<file path="src/rtl/psum_pkg.sv">
// rtl/psum_pkg.sv - default sizes and pointer width for the psum deskew FIFO
package psum_pkg;

   localparam int COL_DEFAULT     = 8;
   localparam int PSUM_BW_DEFAULT = 16;
   localparam int DEPTH_DEFAULT   = 16;
   localparam int PTR_W           = $clog2(DEPTH_DEFAULT);

endpackage

</file>
<file path="src/rtl/psum_col_fifo.sv">
// rtl/psum_col_fifo.sv - one column FWFT FIFO; PSUM_RELU_EN clamps negative words to zero on write
module psum_col_fifo
   import psum_pkg::*;
#(
   parameter int psum_bw = PSUM_BW_DEFAULT,
   parameter int depth   = DEPTH_DEFAULT,
   parameter int aw      = PTR_W
) (
   input  logic               clk,
   input  logic               reset,
   input  logic               wr,
   input  logic               pop,
   input  logic [psum_bw-1:0] din,
   output logic [psum_bw-1:0] dout,
   output logic               empty,
   output logic               full,
   output logic               drop
);

   localparam logic [aw:0] FULL_CNT = (aw+1)'(depth);

   logic [psum_bw-1:0] mem [depth];
   logic [aw-1:0]      wr_ptr;
   logic [aw-1:0]      rd_ptr;
   logic [aw:0]        count;
   logic               push;
   logic [psum_bw-1:0] wdata;

   assign full  = (count == FULL_CNT);
   assign empty = (count == '0);
   // a pop on the same edge frees the slot, so a full column can still take a write
   assign push  = wr && (!full || pop);
   assign drop  = wr && full && !pop;
   assign dout  = mem[rd_ptr];

`ifdef PSUM_RELU_EN
   assign wdata = din[psum_bw-1] ? '0 : din;
`else
   assign wdata = din;
`endif

   // storage is not reset; only pointers and count define what is live
   always_ff @(posedge clk) begin
      if (push) mem[wr_ptr] <= wdata;
   end

   // pointer and occupancy bookkeeping; pointers wrap naturally at depth
   always_ff @(posedge clk or negedge reset) begin
      if (!reset) begin
         wr_ptr <= '0;
         rd_ptr <= '0;
         count  <= '0;
      end else begin
         if (push) wr_ptr <= wr_ptr + 1'b1;
         if (pop)  rd_ptr <= rd_ptr + 1'b1;
         case ({push, pop})
            2'b10:   count <= count + 1'b1;
            2'b01:   count <= count - 1'b1;
            default: count <= count;
         endcase
      end
   end

endmodule

</file>
<file path="src/rtl/psum_deskew_fifo.sv">
// rtl/psum_deskew_fifo.sv - realigns skewed per-column psums into whole rows; PSUM_RELU_EN enables write-path ReLU
module psum_deskew_fifo
   import psum_pkg::*;
#(
   parameter int col     = COL_DEFAULT,
   parameter int psum_bw = PSUM_BW_DEFAULT,
   parameter int depth   = DEPTH_DEFAULT
) (
   input  logic                   clk,
   input  logic                   reset,
   input  logic [psum_bw*col-1:0] in_s,
   input  logic [col-1:0]         wr,
   input  logic                   rd,
   output logic [psum_bw*col-1:0] out,
   output logic                   o_valid,
   output logic                   o_full,
   output logic                   o_overflow
);

   logic [col-1:0] empty;
   logic [col-1:0] full;
   logic [col-1:0] drop;
   logic           pop;

   // a row is ready only once the most-delayed column has landed
   assign o_valid = ~|empty;
   assign o_full  = |full;
   assign pop     = rd && o_valid;

   // sticky record that some column lost a write; only reset clears it
   always_ff @(posedge clk or negedge reset) begin
      if (!reset)     o_overflow <= 1'b0;
      else if (|drop) o_overflow <= 1'b1;
   end

   for (genvar i = 0; i < col; i++) begin : g_col
      psum_col_fifo #(
         .psum_bw (psum_bw),
         .depth   (depth),
         .aw      ($clog2(depth))
      ) u_col (
         .clk   (clk),
         .reset (reset),
         .wr    (wr[i]),
         .pop   (pop),
         .din   (in_s[psum_bw*i +: psum_bw]),
         .dout  (out[psum_bw*i +: psum_bw]),
         .empty (empty[i]),
         .full  (full[i]),
         .drop  (drop[i])
      );
   end

endmodule

</file>
<file path="config.mk">
export PLATFORM = sky130hd
export DESIGN_NAME = psum_deskew_fifo
export DESIGN_NICKNAME = d
export VERILOG_FILES = /design/src/rtl/psum_pkg.sv /design/src/rtl/psum_col_fifo.sv /design/src/rtl/psum_deskew_fifo.sv
export SDC_FILE = /design/constraint.sdc
export NUM_CORES = 2
export LEC_CHECK = 0
export CORE_UTILIZATION = 50
export DETAILED_ROUTE_END_ITERATION = 6
export MAX_ROUTING_LAYER = met4
export PLACE_DENSITY = 0.7
export SLEW_MARGIN = 25
export SYNTH_ARGS = -nofsm -noshare
export SYNTH_HDL_FRONTEND = slang
export SYNTH_HIERARCHICAL = 1
export SYNTH_SLANG_ARGS = --single-unit
</file>
<file path="constraint.sdc">
create_clock -name clk -period 4.3 [get_ports clk]
set_clock_uncertainty 0.1 [all_clocks]
set_input_delay 0.645 -clock clk [delete_from_list [all_inputs] [get_ports clk]]
set_output_delay 0.645 -clock clk [all_outputs]
set_load 0.01 [all_outputs]
</file>
==> qor.txt <==
======================================================================================
Via Count                                                                       40,400
Starting density of the core                                                     50.5%
Clock tree root buffer cell                                               sky130_fd_sc_hd__clkbuf_16
Total Nets Final                                                                 4,575
Port-buffer cells                                                                  269
Predominant post-synthesis flop cell                                      sky130_fd_sc_hd__edfxtp_1
Count of unresolved DRC violations after routing                                     0
Leakage power of the design                                                    31.3 nW
Final core utilization                                                           58.6%
Synthesized flop and latch total                                                 2,153
Die X                                                                           411 um
Commonest cells after routing, fill and taps aside                        2,048 x sky130_fd_sc_hd__edfxtp_1, 512 x sky130_fd_sc_hd__mux4_2, 268 x sky130_fd_sc_hd__clkdlybuf4s50_1
Internal Dissipation                                                           46.1 mW
Net count of the mapped netlist                                                  4,113
Post-synth EDFFs                                                                 2,048
Violation count after the first detailed-route iteration                         3,997
Clock group share of total power                                                 27.6%
Setup Crit Path Kind                                                      flip-flop to output port
Antenna violation net count after detailed routing                                   0
Routed wire length per instance                                                26.8 um
Final worst setup slack                                                         174 ps
Headroom to the max-slew limit                                                   30.3%
Post-place instance area                                                   89,800 um^2
Critical path's largest stage delay                                             640 ps
Num rows                                                                           149
Cell Area, Synth                                                           83,500 um^2
Cell chain of the critical path                                           buf_4, mux4_2, a22oi_1, nand2_1, clkdlybuf4s50_1
Actual transition at the worst max-transition pin                              1040 ps
Die height                                                                      411 um
Netlist cell types                                                                  52
Cell accounting for the most synthesized area                             sky130_fd_sc_hd__edfxtp_1
Total non-filler cell area in the finished layout                          96,900 um^2
Number of iterations in the first detailed-routing pass                              5
Final hold slack                                                                303 ps
Cell family contributing the most delay on the critical path              buffers and inverters
Clock tree sinks                                                                 2,153
Library cell contributing the largest single delay on the critical path   sky130_fd_sc_hd__dfrtp_4
Setup repair after global routing missed its margin                                 no
Final critical-path share of the clock period                                    95.9%
Fraction of final layout cells sized beyond drive strength 1                     26.0%
Worst endpoint data arrival time                                               3380 ps
Clock insertion delay at the later pin of the skew report                       820 ps
Via count of the first global-routing pass                                      41,000
Top cells by area, synth                                                  sky130_fd_sc_hd__edfxtp_1 74%, sky130_fd_sc_hd__mux4_2 14%, sky130_fd_sc_hd__dfrtp_1 3.1%
PnR Total Power                                                                66.5 mW
Die area                                                                  169,000 um^2
Area share of the leading cell type in the synthesized netlist                   73.6%
Total count of hold-check failures in the final report                               0
Instance count of the mapped netlist                                             3,919
Top-Level Pins                                                                     270
Clock tree from TritonCTS                                                          yes
Clock buffers created by TritonCTS                                                 211
Total number of H-tree levels                                                        4
DP HPWL                                                                         110 mm
Most common library cell in the layout ignoring fill and taps             sky130_fd_sc_hd__edfxtp_1
Wire length of the first global-routing pass                                    267 mm
Total net switching power                                                      20.4 mW
Minimum period implied by the final worst setup slack                          4130 ps
Clock Tree Buf Depth                                                                 3
Placer congestion estimate                                                       0.808
Placement-stage worst setup slack                                               227 ps
Number of antenna violations at the first check in global routing                   15
Number of filler cells placed in the layout                                     11,600
Count of synthesis-stage warnings from yosys                                         6
Proportion of power drawn by flip-flops and latches                              41.1%
Worst Setup Start Kind                                                       flip-flop
Comb pwr share                                                                   31.3%
Clock slew at reported path FFs                                                  60 ps
Final sum of negative setup slack                                                 0 ps
Post-Layout Cell Count                                                           6,748
Critical Path RT                                                               3560 ps
Highest fanout seen on the critical path                                            15
Hold/Removal Path Class                                                   input pin to asynchronous set/reset pin
Via density per instance                                                          5.99
Peak supply drop                                                            0.000627 V
Max-slew violation count                                                             0
Net switching share of the total power                                           30.7%
Floorplan Core Area                                                       165,000 um^2
Maximum number of pins on one net before global-route repair                        68
Result of the run                                                         complete, no violations
Critical path capture point type                                           output port
Mean Syn Cell Area                                                           21.3 um^2
Fmax                                                                         0.242 GHz
Number of instances in the placed design                                         6,351
Register area share after synthesis                                              76.8%
Sum of buffers and inverters on the critical path                                    2
Total track usage                                                                22.2%
Final setup violation count                                                          0
Count of max-cap constraint violations                                               0
Fraction of registers with async set or reset after synthesis                    4.88%
Total wire length after detailed routing                                        181 mm
Area growth from synthesis to layout                                             16.1%
Grt ovf                                                                              0
Power per standard cell area                                               686 nW/um^2
======================================================================================
-- registers in the layout (all words and copies together) (netlist names) --
name,count
g_col.u_col/count,40
g_col.u_col/mem,2048
g_col.u_col/wr_ptr,32
o_overflow,1
g_col.u_col/rd_ptr,32
-- power by group through the flow --
| stage | Combinational [mW] | Clock (mW) | Sequential (mW) |
|---|---|---|---|
| finish | 20.8 | 18.3 | 27.3 |
| global route | 22.2 | 19.4 | 27.6 |
| CTS | 21.0 | 18.7 | 27.4 |
| detailed placement | 20.7 | 0 | 27.9 |
| global placement | 20.4 | 0 | 27.8 |
| floorplan | 13.3 | 0 | 26.7 |
-- worst reg2reg max path, stage by stage, from the launching register on --
cell and delay, ps:
sky130_fd_sc_hd__dfrtp_1 500, sky130_fd_sc_hd__nor4_4 100, sky130_fd_sc_hd__nor2b_1 160, sky130_fd_sc_hd__nor4_1 550
sky130_fd_sc_hd__and3_4 400, sky130_fd_sc_hd__buf_4 250, sky130_fd_sc_hd__nand2b_1 190, sky130_fd_sc_hd__or2_4 180
sky130_fd_sc_hd__nand2_1 270, sky130_fd_sc_hd__nor2_2 850
-- layout make-up --
class / instances / area [um^2] / share of cell area [%]
flip-flops and latches: 2153 / 64200 / 66.2
multi-input cells: 1543 / 18700 / 19.3
clock buffers: 259 / 5640 / 5.82
repair buffers: 448 / 4270 / 4.40
well taps: 2189 / 2740 / 2.83
clock inverters: 128 / 1280 / 1.33
inverters: 24 / 90.1 / 0.0930
diodes: 4 / 10.0 / 0.0103
-- logic make-up after synthesis --
family / Yosys count / share of synthesized area [%]
flops: 2153 / 76.8
simple gates: 544 / 3.13
mux: 535 / 14.1
compound gates: 328 / 2.97
buf+inv: 223 / 1.28
xor+xnor: 81 / 0.850
fa+ha+maj: 55 / 0.824
-- final timing paths --
check | startpoint | endpoint | slack, ps | depth (start not counted)
setup / recovery | g_col[0].u_col/rd_ptr[0] | out[5] | 170 | 5
hold / removal | reset | g_col[0].u_col/wr_ptr[1] | 300 | 2
setup reg to reg | g_col[7].u_col/count[0] | g_col[3].u_col/mem[9][15] | 360 | 9
hold reg to reg | o_overflow | o_overflow | 390 | 2
max in group asynchronous | reset | g_col[5].u_col/rd_ptr[0] | 3020 | 3
min in group clk | o_overflow | o_overflow | 390 | 2
-- what timing repair did --
item	4_1_cts	5_1_grt
resized for setup	1	4
endpoints found under the hold margin	64	0
setup endpoints to repair	34	19
setup buffers	4	1
cloned	0	0
hold buffers	1	0
-- Yosys cell counts, types with 13 or more instances --
cell and number:
sky130_fd_sc_hd__and2_1 15, sky130_fd_sc_hd__a22oi_1 256, sky130_fd_sc_hd__nand4_1 16, sky130_fd_sc_hd__nor4_1 18, sky130_fd_sc_hd__xor2_1 39, sky130_fd_sc_hd__clkbuf_1 90, sky130_fd_sc_hd__nor2_1 144, sky130_fd_sc_hd__buf_2 69
sky130_fd_sc_hd__xnor2_1 42, sky130_fd_sc_hd__ha_1 55, sky130_fd_sc_hd__nor3_1 32, sky130_fd_sc_hd__dfrtp_1 105, sky130_fd_sc_hd__buf_4 13, sky130_fd_sc_hd__inv_1 24, sky130_fd_sc_hd__mux2_2 14, sky130_fd_sc_hd__nand2b_1 16
sky130_fd_sc_hd__nand2_1 185, sky130_fd_sc_hd__a21oi_1 16, sky130_fd_sc_hd__nand3_1 35, sky130_fd_sc_hd__nor2b_1 40, sky130_fd_sc_hd__buf_1 16, sky130_fd_sc_hd__edfxtp_1 2048, sky130_fd_sc_hd__o21ai_0 15, sky130_fd_sc_hd__mux4_2 512
-- per-layer routing --
| layer | track usage (%) | wire length [um] |
|---|---|---|
| met1 | 31.2 | 76100 |
| met2 | 34.0 | 87100 |
| met3 | 3.86 | 13800 |
| met4 | 5.46 | 3730 |
| met5 | - | 0 |
Power figures use the tool's default switching activity.
